File: config.mk
export PLATFORM = sky130hd
export DESIGN_NAME = video_timing_gen_flat
export DESIGN_NICKNAME = d
export VERILOG_FILES = /design/src/rtl/video_timing_gen_if.sv /design/src/rtl/video_timing_gen.sv /design/src/flat_wrapper.sv
export SDC_FILE = /design/constraint.sdc
export NUM_CORES = 1
export LEC_CHECK = 0
export ABC_AREA = 1
export BUFFER_PORTS_ARGS = -buffer_cell sky130_fd_sc_hd__buf_2
export CAP_MARGIN = 0
export CORE_ASPECT_RATIO = 1.25
export CORE_MARGIN = 2
export CORE_UTILIZATION = 31
export DETAILED_ROUTE_END_ITERATION = 6
export GPL_ROUTABILITY_DRIVEN = 1
export GPL_TIMING_DRIVEN = 0
export PLACE_DENSITY = 0.49
export SLEW_MARGIN = 20
export SYNTH_ARGS = -nofsm -noshare
export SYNTH_HDL_FRONTEND = slang
export SYNTH_SLANG_ARGS = --single-unit
File: constraint.sdc
create_clock -name pxl_clk -period 6.7 [get_ports pxl_clk]
set_input_delay 0.335 -clock pxl_clk [delete_from_list [all_inputs] [get_ports pxl_clk]]
set_output_delay 0.335 -clock pxl_clk [all_outputs]
set_load 0.03 [all_outputs]
File: src/rtl/video_timing_gen_if.sv
// Configuration port of video_timing_gen: one timing word per valid/ready
// transfer, plus a one-cycle rejection pulse back to the sender.
interface video_timing_gen_if #(
    parameter int H_W = 12,
    parameter int V_W = 12
);
    logic           cfg_valid;
    logic           cfg_ready;
    logic [H_W-1:0] cfg_h_active, cfg_h_fp, cfg_h_sync, cfg_h_bp;
    logic [V_W-1:0] cfg_v_active, cfg_v_fp, cfg_v_sync, cfg_v_bp;
    logic           cfg_h_pol, cfg_v_pol;
    logic           cfg_err;

    modport master (
        output cfg_valid, cfg_h_active, cfg_h_fp, cfg_h_sync, cfg_h_bp,
               cfg_v_active, cfg_v_fp, cfg_v_sync, cfg_v_bp, cfg_h_pol, cfg_v_pol,
        input  cfg_ready, cfg_err
    );

    modport slave (
        input  cfg_valid, cfg_h_active, cfg_h_fp, cfg_h_sync, cfg_h_bp,
               cfg_v_active, cfg_v_fp, cfg_v_sync, cfg_v_bp, cfg_h_pol, cfg_v_pol,
        output cfg_ready, cfg_err
    );
endinterface

File: src/rtl/video_timing_gen.sv
// Programmable raster timing generator: early pixel coordinates for upstream
// sources, de/syncs delayed so a PIPE_DELAY-deep pixel pipeline lines up.
module video_timing_gen #(
    parameter int H_W          = 12,
    parameter int V_W          = 12,
    parameter int PIPE_DELAY   = 2,
    parameter int DEF_H_ACTIVE = 640,
    parameter int DEF_H_FP     = 16,
    parameter int DEF_H_SYNC   = 96,
    parameter int DEF_H_BP     = 48,
    parameter int DEF_V_ACTIVE = 480,
    parameter int DEF_V_FP     = 10,
    parameter int DEF_V_SYNC   = 2,
    parameter int DEF_V_BP     = 33
) (
    input  logic              pxl_clk,
    input  logic              rst_n,
    video_timing_gen_if.slave cfg,
    output logic              req,
    output logic [H_W-1:0]    cx,
    output logic [V_W-1:0]    cy,
    output logic              line_start,
    output logic              de,
    output logic              hsync,
    output logic              vsync,
    output logic              frame_start
);
    localparam int HX = H_W + 2;
    localparam int VX = V_W + 2;
    localparam logic [HX-1:0] H_LIM = {2'b01, {H_W{1'b0}}};
    localparam logic [VX-1:0] V_LIM = {2'b01, {V_W{1'b0}}};

    typedef struct packed {
        logic [H_W-1:0] ha, hf, hs, hb;
        logic [V_W-1:0] va, vf, vs, vb;
        logic           hp, vp;
    } timing_t;

    typedef struct packed {
        logic de, hs, vs, fs;
    } dly_t;

    localparam timing_t DEF = '{
        ha: H_W'(DEF_H_ACTIVE), hf: H_W'(DEF_H_FP), hs: H_W'(DEF_H_SYNC), hb: H_W'(DEF_H_BP),
        va: V_W'(DEF_V_ACTIVE), vf: V_W'(DEF_V_FP), vs: V_W'(DEF_V_SYNC), vb: V_W'(DEF_V_BP),
        hp: 1'b0, vp: 1'b0
    };
    localparam dly_t DLY_RST = '{de: 1'b0, hs: ~DEF.hp, vs: ~DEF.vp, fs: 1'b0};

    timing_t        act, shd, cfg_w;
    logic           pending, err_q;
    logic [H_W-1:0] h;
    logic [V_W-1:0] v;
    dly_t [PIPE_DELAY:0] dly;

    assign cfg_w = '{
        ha: cfg.cfg_h_active, hf: cfg.cfg_h_fp, hs: cfg.cfg_h_sync, hb: cfg.cfg_h_bp,
        va: cfg.cfg_v_active, vf: cfg.cfg_v_fp, vs: cfg.cfg_v_sync, vb: cfg.cfg_v_bp,
        hp: cfg.cfg_h_pol, vp: cfg.cfg_v_pol
    };

    // Sums are kept two bits wider so oversize words can be detected, not wrapped.
    logic [HX-1:0] h_ext, h_sync_beg, h_sync_end, h_total, cfg_h_total;
    logic [VX-1:0] v_ext, v_sync_beg, v_sync_end, v_total, cfg_v_total;

    assign h_ext       = HX'(h);
    assign h_sync_beg  = HX'(act.ha) + HX'(act.hf);
    assign h_sync_end  = h_sync_beg + HX'(act.hs);
    assign h_total     = h_sync_end + HX'(act.hb);
    assign cfg_h_total = HX'(cfg_w.ha) + HX'(cfg_w.hf) + HX'(cfg_w.hs) + HX'(cfg_w.hb);

    assign v_ext       = VX'(v);
    assign v_sync_beg  = VX'(act.va) + VX'(act.vf);
    assign v_sync_end  = v_sync_beg + VX'(act.vs);
    assign v_total     = v_sync_end + VX'(act.vb);
    assign cfg_v_total = VX'(cfg_w.va) + VX'(cfg_w.vf) + VX'(cfg_w.vs) + VX'(cfg_w.vb);

    logic accept, cfg_ok, h_last, v_last;
    assign accept = cfg.cfg_valid && !pending;
    assign cfg_ok = (|cfg_w.ha) && (|cfg_w.hs) && (|cfg_w.va) && (|cfg_w.vs) &&
                    (cfg_h_total <= H_LIM) && (cfg_v_total <= V_LIM);
    assign h_last = h_ext == h_total - HX'(1);
    assign v_last = v_ext == v_total - VX'(1);

    assign cfg.cfg_ready = !pending;
    assign cfg.cfg_err   = err_q;

    // Stage 0: raster counters plus config shadow; the shadow only lands on the
    // last pixel of a frame so the current frame always completes unchanged.
    always_ff @(posedge pxl_clk or negedge rst_n) begin
        if (!rst_n) begin
            h       <= '0;
            v       <= '0;
            act     <= DEF;
            shd     <= DEF;
            pending <= 1'b0;
            err_q   <= 1'b0;
        end else begin
            err_q <= 1'b0;
            if (accept) begin
                if (cfg_ok) begin
                    shd     <= cfg_w;
                    pending <= 1'b1;
                end else begin
                    err_q <= 1'b1;
                end
            end
            if (h_last && v_last) begin
                h <= '0;
                v <= '0;
                if (pending) begin
                    act     <= shd;
                    pending <= 1'b0;
                end
            end else if (h_last) begin
                h <= '0;
                v <= v + V_W'(1);
            end else begin
                h <= h + H_W'(1);
            end
        end
    end

    logic h_act, v_act, hs_on, vs_on;
    assign h_act = h < act.ha;
    assign v_act = v < act.va;
    assign hs_on = (h_ext >= h_sync_beg) && (h_ext < h_sync_end);
    assign vs_on = (v_ext >= v_sync_beg) && (v_ext < v_sync_end);

    // Stage 1 decode; dly[0] is the same stage, dly[PIPE_DELAY] drives the outputs.
    always_ff @(posedge pxl_clk or negedge rst_n) begin
        if (!rst_n) begin
            req        <= 1'b0;
            cx         <= '0;
            cy         <= '0;
            line_start <= 1'b0;
            dly        <= {(PIPE_DELAY+1){DLY_RST}};
        end else begin
            req        <= h_act && v_act;
            cx         <= (h_act && v_act) ? h : '0;
            cy         <= (h_act && v_act) ? v : '0;
            line_start <= (h == '0);
            dly[0]     <= '{de: h_act && v_act,
                            hs: hs_on ? act.hp : ~act.hp,
                            vs: vs_on ? act.vp : ~act.vp,
                            fs: (h == '0) && (v == '0)};
            for (int i = 1; i <= PIPE_DELAY; i++) dly[i] <= dly[i-1];
        end
    end

    assign de          = dly[PIPE_DELAY].de;
    assign hsync       = dly[PIPE_DELAY].hs;
    assign vsync       = dly[PIPE_DELAY].vs;
    assign frame_start = dly[PIPE_DELAY].fs;
endmodule

File: src/flat_wrapper.sv
// flat-port wrapper written by rule: the top's interface ports become plain ports
module video_timing_gen_flat 
#(
    parameter int H_W          = 12,
    parameter int V_W          = 12,
    parameter int PIPE_DELAY   = 2,
    parameter int DEF_H_ACTIVE = 640,
    parameter int DEF_H_FP     = 16,
    parameter int DEF_H_SYNC   = 96,
    parameter int DEF_H_BP     = 48,
    parameter int DEF_V_ACTIVE = 480,
    parameter int DEF_V_FP     = 10,
    parameter int DEF_V_SYNC   = 2,
    parameter int DEF_V_BP     = 33
)
  (pxl_clk, rst_n, req, cx, cy, line_start, de, hsync, vsync, frame_start, cfg_cfg_valid, cfg_cfg_h_active, cfg_cfg_h_fp, cfg_cfg_h_sync, cfg_cfg_h_bp, cfg_cfg_v_active, cfg_cfg_v_fp, cfg_cfg_v_sync, cfg_cfg_v_bp, cfg_cfg_h_pol, cfg_cfg_v_pol, cfg_cfg_ready, cfg_cfg_err);
  video_timing_gen_if #(.H_W(H_W), .V_W(V_W)) cfg_i ();
  input  logic pxl_clk;
  input  logic rst_n;
  output logic req;
  output logic [H_W-1:0] cx;
  output logic [V_W-1:0] cy;
  output logic line_start;
  output logic de;
  output logic hsync;
  output logic vsync;
  output logic frame_start;
  input wire logic [$bits(cfg_i.cfg_valid)-1:0] cfg_cfg_valid;
  input wire logic [$bits(cfg_i.cfg_h_active)-1:0] cfg_cfg_h_active;
  input wire logic [$bits(cfg_i.cfg_h_fp)-1:0] cfg_cfg_h_fp;
  input wire logic [$bits(cfg_i.cfg_h_sync)-1:0] cfg_cfg_h_sync;
  input wire logic [$bits(cfg_i.cfg_h_bp)-1:0] cfg_cfg_h_bp;
  input wire logic [$bits(cfg_i.cfg_v_active)-1:0] cfg_cfg_v_active;
  input wire logic [$bits(cfg_i.cfg_v_fp)-1:0] cfg_cfg_v_fp;
  input wire logic [$bits(cfg_i.cfg_v_sync)-1:0] cfg_cfg_v_sync;
  input wire logic [$bits(cfg_i.cfg_v_bp)-1:0] cfg_cfg_v_bp;
  input wire logic [$bits(cfg_i.cfg_h_pol)-1:0] cfg_cfg_h_pol;
  input wire logic [$bits(cfg_i.cfg_v_pol)-1:0] cfg_cfg_v_pol;
  output wire logic [$bits(cfg_i.cfg_ready)-1:0] cfg_cfg_ready;
  output wire logic [$bits(cfg_i.cfg_err)-1:0] cfg_cfg_err;
  assign cfg_i.cfg_valid = cfg_cfg_valid;
  assign cfg_i.cfg_h_active = cfg_cfg_h_active;
  assign cfg_i.cfg_h_fp = cfg_cfg_h_fp;
  assign cfg_i.cfg_h_sync = cfg_cfg_h_sync;
  assign cfg_i.cfg_h_bp = cfg_cfg_h_bp;
  assign cfg_i.cfg_v_active = cfg_cfg_v_active;
  assign cfg_i.cfg_v_fp = cfg_cfg_v_fp;
  assign cfg_i.cfg_v_sync = cfg_cfg_v_sync;
  assign cfg_i.cfg_v_bp = cfg_cfg_v_bp;
  assign cfg_i.cfg_h_pol = cfg_cfg_h_pol;
  assign cfg_i.cfg_v_pol = cfg_cfg_v_pol;
  assign cfg_cfg_ready = cfg_i.cfg_ready;
  assign cfg_cfg_err = cfg_i.cfg_err;
  video_timing_gen #(.H_W(H_W), .V_W(V_W), .PIPE_DELAY(PIPE_DELAY), .DEF_H_ACTIVE(DEF_H_ACTIVE), .DEF_H_FP(DEF_H_FP), .DEF_H_SYNC(DEF_H_SYNC), .DEF_H_BP(DEF_H_BP), .DEF_V_ACTIVE(DEF_V_ACTIVE), .DEF_V_FP(DEF_V_FP), .DEF_V_SYNC(DEF_V_SYNC), .DEF_V_BP(DEF_V_BP)) u_core (.pxl_clk(pxl_clk), .rst_n(rst_n), .cfg(cfg_i), .req(req), .cx(cx), .cy(cy), .line_start(line_start), .de(de), .hsync(hsync), .vsync(vsync), .frame_start(frame_start));
endmodule
==> metrics.md <==
| Metric | Value |
|---|---|
| Top FF cell, synth | dfrtp_1 |
| Commonest non-fill, non-tap cell in the layout | nand2_1 |
| Post-synth EDFFs | 0 |
| Worst setup margin | 0.6671 ns |
| Number of detailed-route iterations in the first pass | 5 |
| Synthesized area | 0.01937 mm^2 |
| CTS tree | built |
| Syn-to-layout area delta | 15.59% |
| Largest net degree at the start of global routing | 99 |
| Post-route DRC | 0 |
| Cells after Synth | 2563 |
| CTS Sinks | 259 |
| Startpoint types | flip-flop |
| Buffers plus inverters on the worst setup path | 6 |
| Part of the power in registers | 36.3% |
| Chip Height | 283.4 um |
| Worst setup EP type | flip-flop |
| Synth cell types | 42 |
| Final WL | 56.21 mm |
| Detail Route Antenna Nets | 0 |
| Fin cells | 3601 |
| F_max | 0.1658 GHz |
| CP max FO | 10 |
| Share of post-route cells with drive strength above 1 | 9.715% |
| Vias in the first global route | 17022 |
| Setup Slack @ Placement | 0.4632 ns |
| Max Clock Skew | 0.03332 ns |
| Most frequent cells in the layout | nand2_1, inv_1, dfrtp_1 |
| Clk slew on worst S/H paths | 0.06 ns |
| Worst-Skew Late Latency | 0.59 ns |
| Design area | 0.02239 mm^2 |
| Starting DRC count in detailed routing | 738 |
| Post-route minimum period | 6.033 ns |
| Inserted Diodes | 0 |
| Worst EP required | 7.16 ns |
| Global-route wire length before repair | 90.94 mm |
| Initial antenna violation count | 1 |
| Fill count | 6613 |
| Endpoints failing setup | 0 |
| Nets | 3094 |
| Slew Limit Fails | 0 |
| Post-synth net total | 2912 |
| Placed wire-length estimate | 46.56 mm |
| Io pins | 133 |
| Result of the run | finished clean |
| Row cnt | 102 |
| Slew HR | 28.78% |
| Max Buffers Root-to-Sink | 3 |
| Setup TNS | 0 ns |
| Pwr dens | 208.7 mW/mm^2 |
| Cell mode on critical path | nand2_1 |
| Yosys warning count | 0 |
| Total core area | 0.06190 mm^2 |
| Critical Path Slowest Stage Cell | dfstp_2 |
| GRT Util Overall | 17.70% |
| Crit-path leading delay family | simple AND/OR/NAND/NOR gates |
| Starting Density | 31.29% |
| Worst stage delay on the critical path | 0.56 ns |
| Gp weighted congestion | 0.8679 |
| Post-DP Area | 0.02113 mm^2 |
| Net Switching | 1.574 mW |
| Clk Tree Root Cell | clkbuf_16 |
| Switching part of the total | 33.69% |
| P_leak | 12.43 nW |
| Cells after DPL | 3529 |
| Crit Path Class | flip-flop to flip-flop |
| Port Buffers | 132 |
| Max-Cap Viols | 0 |
| Cell Int Power | 3.098 mW |
| Seq/Total Area, Yosys | 33.71% |
| Slew @ Worst Pin | 1.064 ns |
| Critical path arrival | 6.49 ns |
| Cts bufs inserted | 30 |
| Synthesis-stage register bit count | 259 |
| Worst ir drop on vdd | 0.0001668 V |
| Total gr overflow | 0 |
| RSZ-0062 raised after global routing | no |
| Avg Cell Area, Syn | 7.556 um^2 |
| Final Cycle Share | 90.04% |
| FFs w/ async S/R, synth | 100.0% |
| Via/cell ratio | 4.649 |
| Hold Crit Class | primary input to flip-flop |
| Number of hold violations in the final report | 0 |
| Clock group share of total power | 37.9% |
| Routed vias | 16740 |
| # H-tree levels | 1 |
| Detailed-route wire length per cell | 15.61 um |
| Comb pwr share | 25.8% |
| Chip width | 227.6 um |
| Die ar. | 0.06450 mm^2 |
==> through the flow <==
stage | util (%) | total power [mW] | hold WS (ns)
finish | 36.17 | 4.672 | 0.02892
detailed placement | 34.14 | 2.928 | 0.3364
global placement | 34.04 | 2.904 | 0.3333
CTS | 36.12 | 4.734 | 0.001595
floorplan | - | 2.552 | 0.03941
global route | 36.17 | 4.972 | 0.03300
==> worst register-to-register path: cells and delay by family (launching register included) <==
kind                     cells  cell delay [ns]
buffers and inverters        6             0.73
adder cells (fa/ha/maj)      4             1.47
AND/OR/NAND/NOR             15             1.86
XOR/XNOR                     2             0.51
flip-flops                   1             0.56
AO/OA/AOI/OAI                4             0.81
==> per-layer routing <==
layer  global-route usage, %  part of all wire [%]  routed length [um]  up-vias
met3                   1.429                   2.6                1468       74
met2                   31.39                    49               27680      247
met5                       0                 0.014                   8        -
met4                   4.379                   2.4                1369        2
met1                   23.08                    46               25680     7744
li1                        -                     -                   -     8673
==> power groups by stage <==
stage | clock (mW) | combinational [mW] | sequential [mW]
floorplan | 0 | 0.846 | 1.71
global placement | 0 | 1.18 | 1.72
detailed placement | 0 | 1.20 | 1.72
CTS | 1.82 | 1.22 | 1.70
global route | 1.88 | 1.38 | 1.71
finish | 1.77 | 1.21 | 1.70
==> state kept, by name (all words and copies together) (netlist names), 7 cells and up <==
signal,cells
u_core.act,98
u_core.shd,98
u_core.cx,12
u_core.cy,12
u_core.h,12
u_core.v,12
u_core.dly,7
==> what timing repair did <==
action	4_1_cts	5_1_grt
buffers inserted	0	2
endpoints found under the setup margin	0	18
hold buffers	14	0
endpoints found under the hold margin	77	0
resized for setup	0	0
==> synth_stat cells, types with 5 or more instances <==
master	number	share of area [%]
a31oi_1	11	0.36
nand3_1	205	5.3
buf_1	8	0.16
o21ai_0	56	1.4
ha_1	214	14
or2_2	9	0.29
a21o_1	11	0.43
xor2_1	82	3.7
nor2_1	119	2.3
dfstp_2	38	5.2
a21oi_1	109	2.8
dfrtp_1	221	29
nor3_1	15	0.39
o21bai_1	16	0.62
xnor2_1	29	1.3
clkbuf_1	44	0.85
nand2_1	745	14
nor4_1	14	0.45
nand3b_1	19	0.74
buf_4	5	0.19
a21boi_0	6	0.23
buf_2	18	0.47
inv_1	390	7.6
fa_1	34	3.5
nand4_1	124	4.0
==> path summary, 6_finish.rpt <==
| path | start | to | slack (ns) | cells after the start |
|---|---|---|---|---|
| max | u_core.act[27] | u_core.act[5] | 0.67 | 31 |
| max in group asynchronous | rst_n | u_core.vsync | 5.00 | 4 |
| max reg2reg | u_core.act[27] | u_core.act[5] | 0.67 | 31 |
| min reg2reg | u_core.dly[4] | u_core.frame_start | 0.35 | 0 |
| min in group asynchronous | rst_n | u_core.shd[6] | 0.34 | 2 |
| min | cfg_cfg_v_bp[0] | u_core.shd[2] | 0.03 | 3 |
==> layout make-up <==
class / count / area, um^2 / share of cell area (%)
multi-input cells: 1836 / 11020 / 49.25
clock inverters: 15 / 212.7 / 0.9502
inverters: 391 / 1468 / 6.556
well taps: 832 / 1041 / 4.650
clock buffers: 41 / 872.1 / 3.896
repair buffers: 150 / 893.4 / 3.991
plain buffers: 77 / 345.3 / 1.543
flip-flops and latches: 259 / 6529 / 29.17
==> cell families (layout without fill, tap and decap cells) <==
family                   after synthesis  after routing  share of synthesized area [%]
AND/OR/NAND/NOR                     1259           1259                          28.30
buffers and inverters                468            674                          9.362
flip-flops                           259            259                          33.71
adder cells (fa/ha/maj)              248            248                          17.34
AO/OA/AOI/OAI                        218            218                          6.261
XOR/XNOR                             111            111                          5.020
(Power assumes the default switching activity.)
